File: config.mk
export PLATFORM = sky130hd
export DESIGN_NAME = input_write_addr_gen
export DESIGN_NICKNAME = d
export VERILOG_FILES = /design/src/rtl/input_write_addr_gen.sv
export SDC_FILE = /design/constraint.sdc
export NUM_CORES = 1
export LEC_CHECK = 0
export ABC_CLOCK_PERIOD_IN_PS = 7520
export CELL_PAD_IN_SITES_DETAIL_PLACEMENT = 1
export CELL_PAD_IN_SITES_GLOBAL_PLACEMENT = 1
export CORE_MARGIN = 1.5
export CORE_UTILIZATION = 37
export CTS_BUF_LIST = sky130_fd_sc_hd__clkbuf_4
export CTS_CLUSTER_DIAMETER = 80
export DETAILED_ROUTE_END_ITERATION = 12
export PLACE_DENSITY_LB_ADDON = 0.1
export SLEW_MARGIN = 40
export SYNTH_ARGS = -nofsm -noshare
export SYNTH_HDL_FRONTEND = slang
export SYNTH_SLANG_ARGS = --single-unit
File: constraint.sdc
create_clock -name clk -period 7.52 [get_ports clk]
set_input_delay 1.504 -clock clk [delete_from_list [all_inputs] [get_ports clk]]
set_output_delay 1.504 -clock clk [all_outputs]
set_load 0.01 [all_outputs]
File: src/rtl/input_write_addr_gen.sv
// Write-side address generator for the ping-pong input activation bank.
// Optional stall counter output is enabled by defining INPUT_WRITE_ADDR_GEN_STATS_EN.
module input_write_addr_gen #(
  parameter int COUNTER_WIDTH   = 32,
  parameter int BANK_ADDR_WIDTH = 8,
  parameter int DATA_WIDTH      = 16
) (
  input  logic                         clk,
  input  logic                         rst_n,
  input  logic                         config_enable,
  input  logic [3*COUNTER_WIDTH-1:0]   config_data,
  input  logic                         in_valid,
  output logic                         in_ready,
  input  logic [DATA_WIDTH-1:0]        in_data,
  output logic                         wen,
  output logic                         wbank,
  output logic [BANK_ADDR_WIDTH-1:0]   waddr,
  output logic [DATA_WIDTH-1:0]        wdata,
  output logic                         rbank,
  output logic                         rbank_valid,
  input  logic                         read_done
`ifdef INPUT_WRITE_ADDR_GEN_STATS_EN
  ,
  output logic [COUNTER_WIDTH-1:0]     stall_count
`endif
);

  localparam logic [COUNTER_WIDTH-1:0] ZERO_C = '0;
  localparam logic [COUNTER_WIDTH-1:0] ONE_C  = COUNTER_WIDTH'(1);

  logic [COUNTER_WIDTH-1:0]   ix0_q, iy0_q, ic1_q, ix0_d, iy0_d, ic1_d;
  logic [COUNTER_WIDTH-1:0]   ix_q, iy_q, ic_q, lin_q, ix_d, iy_d, ic_d, lin_d;
  logic                       wptr_q, wptr_d, rbank_q, rbank_d;
  logic [1:0]                 full_q, full_d;
  logic                       pend_q, pend_d, pend_bank_q, pend_bank_d;
  logic                       wen_q, wen_d, wbank_q, wbank_d;
  logic [BANK_ADDR_WIDTH-1:0] waddr_q, waddr_d;
  logic [DATA_WIDTH-1:0]      wdata_q, wdata_d;

  logic       cfg_ok_s, in_ready_s, accept_s, rd_ok_s;
  logic       ix_wrap_s, iy_wrap_s, ic_wrap_s, last_s;
  logic [1:0] full_set_s, full_clr_s;

  assign cfg_ok_s   = (ix0_q != ZERO_C) & (iy0_q != ZERO_C) & (ic1_q != ZERO_C);
  assign in_ready_s = cfg_ok_s & ~full_q[wptr_q];
  assign accept_s   = in_valid & in_ready_s;
  assign ix_wrap_s  = (ix_q == ix0_q - ONE_C);
  assign iy_wrap_s  = (iy_q == iy0_q - ONE_C);
  assign ic_wrap_s  = (ic_q == ic1_q - ONE_C);
  assign last_s     = ix_wrap_s & iy_wrap_s & ic_wrap_s;
  assign rd_ok_s    = read_done & full_q[rbank_q];
  // Pending marks the half whose last write is committing this cycle.
  assign full_set_s = pend_q  ? (2'b01 << pend_bank_q) : 2'b00;
  assign full_clr_s = rd_ok_s ? (2'b01 << rbank_q)     : 2'b00;

  assign in_ready    = in_ready_s;
  assign wen         = wen_q;
  assign wbank       = wbank_q;
  assign waddr       = waddr_q;
  assign wdata       = wdata_q;
  assign rbank       = rbank_q;
  assign rbank_valid = full_q[rbank_q];

  // Next-state logic for config, tile counters, ping-pong state and write port.
  always_comb begin
    ix0_d       = ix0_q;
    iy0_d       = iy0_q;
    ic1_d       = ic1_q;
    ix_d        = ix_q;
    iy_d        = iy_q;
    ic_d        = ic_q;
    lin_d       = lin_q;
    wptr_d      = wptr_q;
    rbank_d     = rbank_q;
    full_d      = full_q;
    pend_d      = 1'b0;
    pend_bank_d = pend_bank_q;
    wen_d       = 1'b0;
    wbank_d     = wbank_q;
    waddr_d     = waddr_q;
    wdata_d     = wdata_q;
    if (config_enable) begin
      ix0_d   = config_data[3*COUNTER_WIDTH-1 -: COUNTER_WIDTH];
      iy0_d   = config_data[2*COUNTER_WIDTH-1 -: COUNTER_WIDTH];
      ic1_d   = config_data[COUNTER_WIDTH-1:0];
      ix_d    = ZERO_C;
      iy_d    = ZERO_C;
      ic_d    = ZERO_C;
      lin_d   = ZERO_C;
      wptr_d  = 1'b0;
      rbank_d = 1'b0;
      full_d  = 2'b00;
    end else begin
      full_d  = (full_q | full_set_s) & ~full_clr_s;
      rbank_d = rd_ok_s ? ~rbank_q : rbank_q;
      if (accept_s) begin
        wen_d   = 1'b1;
        wbank_d = wptr_q;
        waddr_d = lin_q[BANK_ADDR_WIDTH-1:0];
        wdata_d = in_data;
        if (last_s) begin
          ix_d        = ZERO_C;
          iy_d        = ZERO_C;
          ic_d        = ZERO_C;
          lin_d       = ZERO_C;
          wptr_d      = ~wptr_q;
          pend_d      = 1'b1;
          pend_bank_d = wptr_q;
        end else begin
          lin_d = lin_q + ONE_C;
          ix_d  = ix_wrap_s ? ZERO_C : ix_q + ONE_C;
          if (ix_wrap_s) begin
            iy_d = iy_wrap_s ? ZERO_C : iy_q + ONE_C;
          end else begin
            iy_d = iy_q;
          end
          if (ix_wrap_s & iy_wrap_s) begin
            ic_d = ic_q + ONE_C;
          end else begin
            ic_d = ic_q;
          end
        end
      end else begin
        wen_d = 1'b0;
      end
    end
  end

  // State registers.
  always_ff @(posedge clk or negedge rst_n) begin
    if (!rst_n) begin
      ix0_q       <= ZERO_C;
      iy0_q       <= ZERO_C;
      ic1_q       <= ZERO_C;
      ix_q        <= ZERO_C;
      iy_q        <= ZERO_C;
      ic_q        <= ZERO_C;
      lin_q       <= ZERO_C;
      wptr_q      <= 1'b0;
      rbank_q     <= 1'b0;
      full_q      <= 2'b00;
      pend_q      <= 1'b0;
      pend_bank_q <= 1'b0;
      wen_q       <= 1'b0;
      wbank_q     <= 1'b0;
      waddr_q     <= '0;
      wdata_q     <= '0;
    end else begin
      ix0_q       <= ix0_d;
      iy0_q       <= iy0_d;
      ic1_q       <= ic1_d;
      ix_q        <= ix_d;
      iy_q        <= iy_d;
      ic_q        <= ic_d;
      lin_q       <= lin_d;
      wptr_q      <= wptr_d;
      rbank_q     <= rbank_d;
      full_q      <= full_d;
      pend_q      <= pend_d;
      pend_bank_q <= pend_bank_d;
      wen_q       <= wen_d;
      wbank_q     <= wbank_d;
      waddr_q     <= waddr_d;
      wdata_q     <= wdata_d;
    end
  end

`ifdef INPUT_WRITE_ADDR_GEN_STATS_EN
  logic [COUNTER_WIDTH-1:0] stall_q, stall_d;

  // Saturating count of cycles a configured producer was held off.
  always_comb begin
    stall_d = stall_q;
    if (config_enable) begin
      stall_d = ZERO_C;
    end else if (in_valid & ~in_ready_s & cfg_ok_s & ~(&stall_q)) begin
      stall_d = stall_q + ONE_C;
    end else begin
      stall_d = stall_q;
    end
  end

  // Stall counter register.
  always_ff @(posedge clk or negedge rst_n) begin
    if (!rst_n) begin
      stall_q <= ZERO_C;
    end else begin
      stall_q <= stall_d;
    end
  end

  assign stall_count = stall_q;
`endif

endmodule
==> impl_summary.md <==
Detailed routing
The first TritonRoute pass finished after 4 iterations. In the routed design, unresolved DRC markers number 0. In this run, the number of DRC markers left after iteration 0 of detailed routing was 397. The remaining antenna violation count after routing is 0.

Detailed routing inserted a total of 12.4k vias. The post-detailed-route wirelength per cell is 19.2 µm. Dividing the detail-routed via count by the number of cells gives 5.55. The total wirelength of the detailed-routed design is 43.0 mm.

Run
The tool flagged a number of max-cap violations equal to 0.

STA
Setup repair after global routing left no endpoint under its margin. At the pin with the least slew margin, the transition time is 0.802 ns. The final number of hold-violating endpoints is 0.

The worst path in the final design needs a cycle of 5.16 ns, including I/O delays and setup. The number of max-slew violations in the final report is 0. The worst clock skew is 0.0568 ns.

For the final routed database, the setup TNS stands at 0 ns. The relative slew slack is 46.0%. The post-layout worst setup margin is 2.36 ns. The maximum clock rate is 194 MHz. Setup violations remaining at the end of the flow were counted as 0. The final critical path takes up 68.6% of the cycle.

Logic synthesis
The summed instance area of the synthesized netlist is 0.0142 mm². The number of flops mapped to enable cells by yosys is 0. The number of distinct standard cells referenced by the synthesized netlist is 73. In the synthesized netlist, the number of instances is 1,534. Yosys printed 0 warnings. The total of flip-flops plus latches after synthesis is 232.

The fraction of registers with async set or reset after synthesis is 100%. Among all flip-flop cells after synthesis, the most frequent one is sky130_fd_sc_hd__dfrtp_1. Synthesis produced a netlist with a net count of 1,658. The part of the Yosys area used for sequential elements is 40.9%. A synthesized cell averages 9.26 µm².

Setup path
For the worst flop-to-flop path, the logic depth is 13. The critical path is of the flip-flop to output port type. On the worst path, the slowest cell contributes a delay of 0.67 ns. The critical path data arrival time is 3.65 ns. The critical path goes through inv_1, ha_1, nor3b_1, and4_1, a31oi_1, and3_1, clkdlybuf4s50_1. Of all nets on the critical path, the largest fanout is 9. Data on the critical path is required at its endpoint by 6.02 ns. On the critical path the largest part of the delay comes from simple AND/OR/NAND/NOR gates. The count of buffering cells on the critical path with inverters included is 2. The slowest cell on the critical path is sky130_fd_sc_hd__nor3b_1. The worst setup path is launched from a flip-flop. The critical path capture point type is an output port.

The number of logic stages on the critical path including buffering is 7.

Min path
Along the worst hold path, the cell count comes to 1. The type of the most critical hold path is flip-flop to flip-flop.

Placed design
The number of buffers inserted by port buffering is 145. The HPWL after detailed placement is 31.6 mm. The post-placement cell count is 2,117. Before CTS, the worst setup slack after placement is 2.35 ns. Routability-driven placement finished with a final weighted congestion of 0.896.

Run status
The run finished with clean final reports.

CTS
The number of gates resized after CTS was 0. The hold buffer count at CTS is 0. TritonCTS created 72 clock buffers.

CTS placed an instance of sky130_fd_sc_hd__clkbuf_4 at the clock tree root. Counting every sink on the clock net gives 232. The clock reaches the later pin of the worst-skew pair after 0.78 ns. The clock passes through at most 3 buffers.

TritonCTS built the clock tree. The number of levels the H-tree was split into is 3. The number of buffers inserted by post-CTS setup repair is 0. The clock-pin transition on the worst setup and hold timing paths is 0.06 ns.

Global route
Entering global routing, the biggest net connects 98 pins. For this run, the total global-route usage over all layers was measured as 22.2%. Global routing finished with a remaining overflow of 0. The global-route wire length before repair is 69.2 mm. The number of global-route vias before repair is 12.8k. The number of antenna violations at the first check in global routing is 1.

Floorplanning
The region available for standard cell placement spans 0.0378 mm². In this run the core area contains 71 standard-cell rows. The floorplan step set the die width to 199 µm. The top-level I/O count is 146.

The starting utilization of the core area is 37.6%. The floorplan step defined a die boundary enclosing 0.0396 mm². The die is 199 µm tall.

Pwr
The power density relative to cell area is 192 mW/mm². The largest vdd supply drop is 0.000109 V. The static power due to leakage is 6.72 nW.

Layout
The non-filler instance count after layout is 2,241. Of the cells placed in the final design, the portion with a size suffix greater than 1 is 15.7%. Relative to the synthesized area, the layout overhead comes to 20.0%. The final layout net count is 1,804.
==> area by class of cell <==
| type | instances | area [µm²] |
|---|---|---|
| clock inverters | 25 | 180 |
| inverters | 36 | 135 |
| flip-flops and latches | 232 | 5810 |
| repair buffers | 156 | 1570 |
| clock buffers | 98 | 736 |
| diodes | 1 | 2.50 |
| well taps | 511 | 639 |
| multi-input cells | 1182 | 7980 |
| fillers | 4370 | 20700 |
==> cells in the final DEF, fill, tap and decap left out, types with 6 or more instances in the layout <==
master                            instances
sky130_fd_sc_hd__a211oi_1                11
sky130_fd_sc_hd__a21o_1                   6
sky130_fd_sc_hd__a21oi_1                 44
sky130_fd_sc_hd__a31oi_1                 15
sky130_fd_sc_hd__and2_1                  10
sky130_fd_sc_hd__and3_1                  36
sky130_fd_sc_hd__and4_1                  12
sky130_fd_sc_hd__buf_4                    9
sky130_fd_sc_hd__clkbuf_4                98
sky130_fd_sc_hd__clkdlybuf4s50_1        143
sky130_fd_sc_hd__clkinv_1                16
sky130_fd_sc_hd__dfrtp_1                232
sky130_fd_sc_hd__ha_1                     7
sky130_fd_sc_hd__inv_1                   36
sky130_fd_sc_hd__mux2_2                 120
sky130_fd_sc_hd__mux2i_1                 13
sky130_fd_sc_hd__nand2_1                135
sky130_fd_sc_hd__nand2b_1                17
sky130_fd_sc_hd__nand3_1                 60
sky130_fd_sc_hd__nand3b_1                 6
sky130_fd_sc_hd__nand4_1                 48
sky130_fd_sc_hd__nand4b_1                 8
sky130_fd_sc_hd__nor2_1                 108
sky130_fd_sc_hd__nor2b_1                 20
sky130_fd_sc_hd__nor3_1                  49
sky130_fd_sc_hd__nor3b_1                 10
sky130_fd_sc_hd__nor4_1                  41
sky130_fd_sc_hd__nor4b_1                  6
sky130_fd_sc_hd__o21ai_0                 87
sky130_fd_sc_hd__o22ai_1                  6
sky130_fd_sc_hd__o31ai_1                 23
sky130_fd_sc_hd__or2_2                   11
sky130_fd_sc_hd__or3_1                   18
sky130_fd_sc_hd__or4_1                   24
sky130_fd_sc_hd__xnor2_1                 72
sky130_fd_sc_hd__xor2_1                  73
==> registers in the layout (all words and copies together), names as in the netlist, 2 cells and up <==
name,cells
iy0_q,32
full_q,2
ic1_q,32
lin_q,8
iy_q,32
ix_q,32
ix0_q,32
wdata,16
waddr,8
ic_q,32
==> cell usage after synthesis, types with 44 or more instances <==
| cell type | number | area [µm²] |
|---|---|---|
| sky130_fd_sc_hd__o21ai_0 | 90 | 450 |
| sky130_fd_sc_hd__a21oi_1 | 44 | 220 |
| sky130_fd_sc_hd__mux2_2 | 120 | 1350 |
| sky130_fd_sc_hd__clkbuf_1 | 66 | 248 |
| sky130_fd_sc_hd__xnor2_1 | 72 | 631 |
| sky130_fd_sc_hd__nand3_1 | 60 | 300 |
| sky130_fd_sc_hd__nand4_1 | 48 | 300 |
| sky130_fd_sc_hd__xor2_1 | 73 | 639 |
| sky130_fd_sc_hd__nand2_1 | 135 | 507 |
| sky130_fd_sc_hd__nor3_1 | 49 | 245 |
| sky130_fd_sc_hd__dfrtp_1 | 232 | 5810 |
| sky130_fd_sc_hd__nor4_1 | 44 | 275 |
| sky130_fd_sc_hd__nor2_1 | 109 | 409 |
==> through the flow <==
step	area [µm²]	utilization, %	power [mW]	hold slack (ns)
2_1_floorplan	14200	-	1.74	0.486
3_3_place_gp	16100	42.6	1.96	0.488
3_5_place_dp	16100	42.7	1.98	0.496
4_1_cts	17000	45.1	3.34	0.508
5_1_grt	17000	45.2	3.46	0.520
6_report	17000	45.2	3.27	0.503
==> where the power goes <==
group	switching [mW]	total (mW)	internal [mW]
combinational	0.244	0.501	0.258
clock	0.610	1.31	0.705
sequential	0.124	1.45	1.33
total	0.978	3.27	2.29
==> path summary, 6_finish.rpt <==
kind                       slack (ns)      from   endpoint
setup / recovery                 2.36  ic1_q[0]   in_ready
hold reg to reg                  0.50  waddr[2]   waddr[2]
setup reg to reg                 2.52  iy0_q[0]   ic_q[28]
min in group asynchronous        0.66     rst_n   ic1_q[3]
hold / removal                   0.50  waddr[2]   waddr[2]
max in group asynchronous        5.51     rst_n  ix0_q[15]
==> kinds of logic (layout without fill, tap and decap cells) <==
| logic type | count (synthesis) | after routing | share of synthesized area [%] |
|---|---|---|---|
| AND/OR/NAND/NOR | 644 | 644 | 24.5 |
| AO/OA/AOI/OAI | 253 | 253 | 11.4 |
| flip-flops | 232 | 232 | 40.9 |
| XOR/XNOR | 145 | 145 | 8.94 |
| multiplexers | 133 | 133 | 10.4 |
| buffers and inverters | 120 | 315 | 3.24 |
| adder cells (fa/ha/maj) | 7 | 7 | 0.617 |
| other | 0 | 1 | 0 |
==> layer usage <==
metal  wire length, µm  vias to the layer above  global-route usage (%)
met4              1080                        0                    8.14
met2             20400                      228                    36.5
met3              1590                       83                    4.02
met1             20000                     6200                    29.1
li1                  -                     5923                       -
met5                 0                        -                       0
No activity file was read; power rests on OpenSTA's default activity.
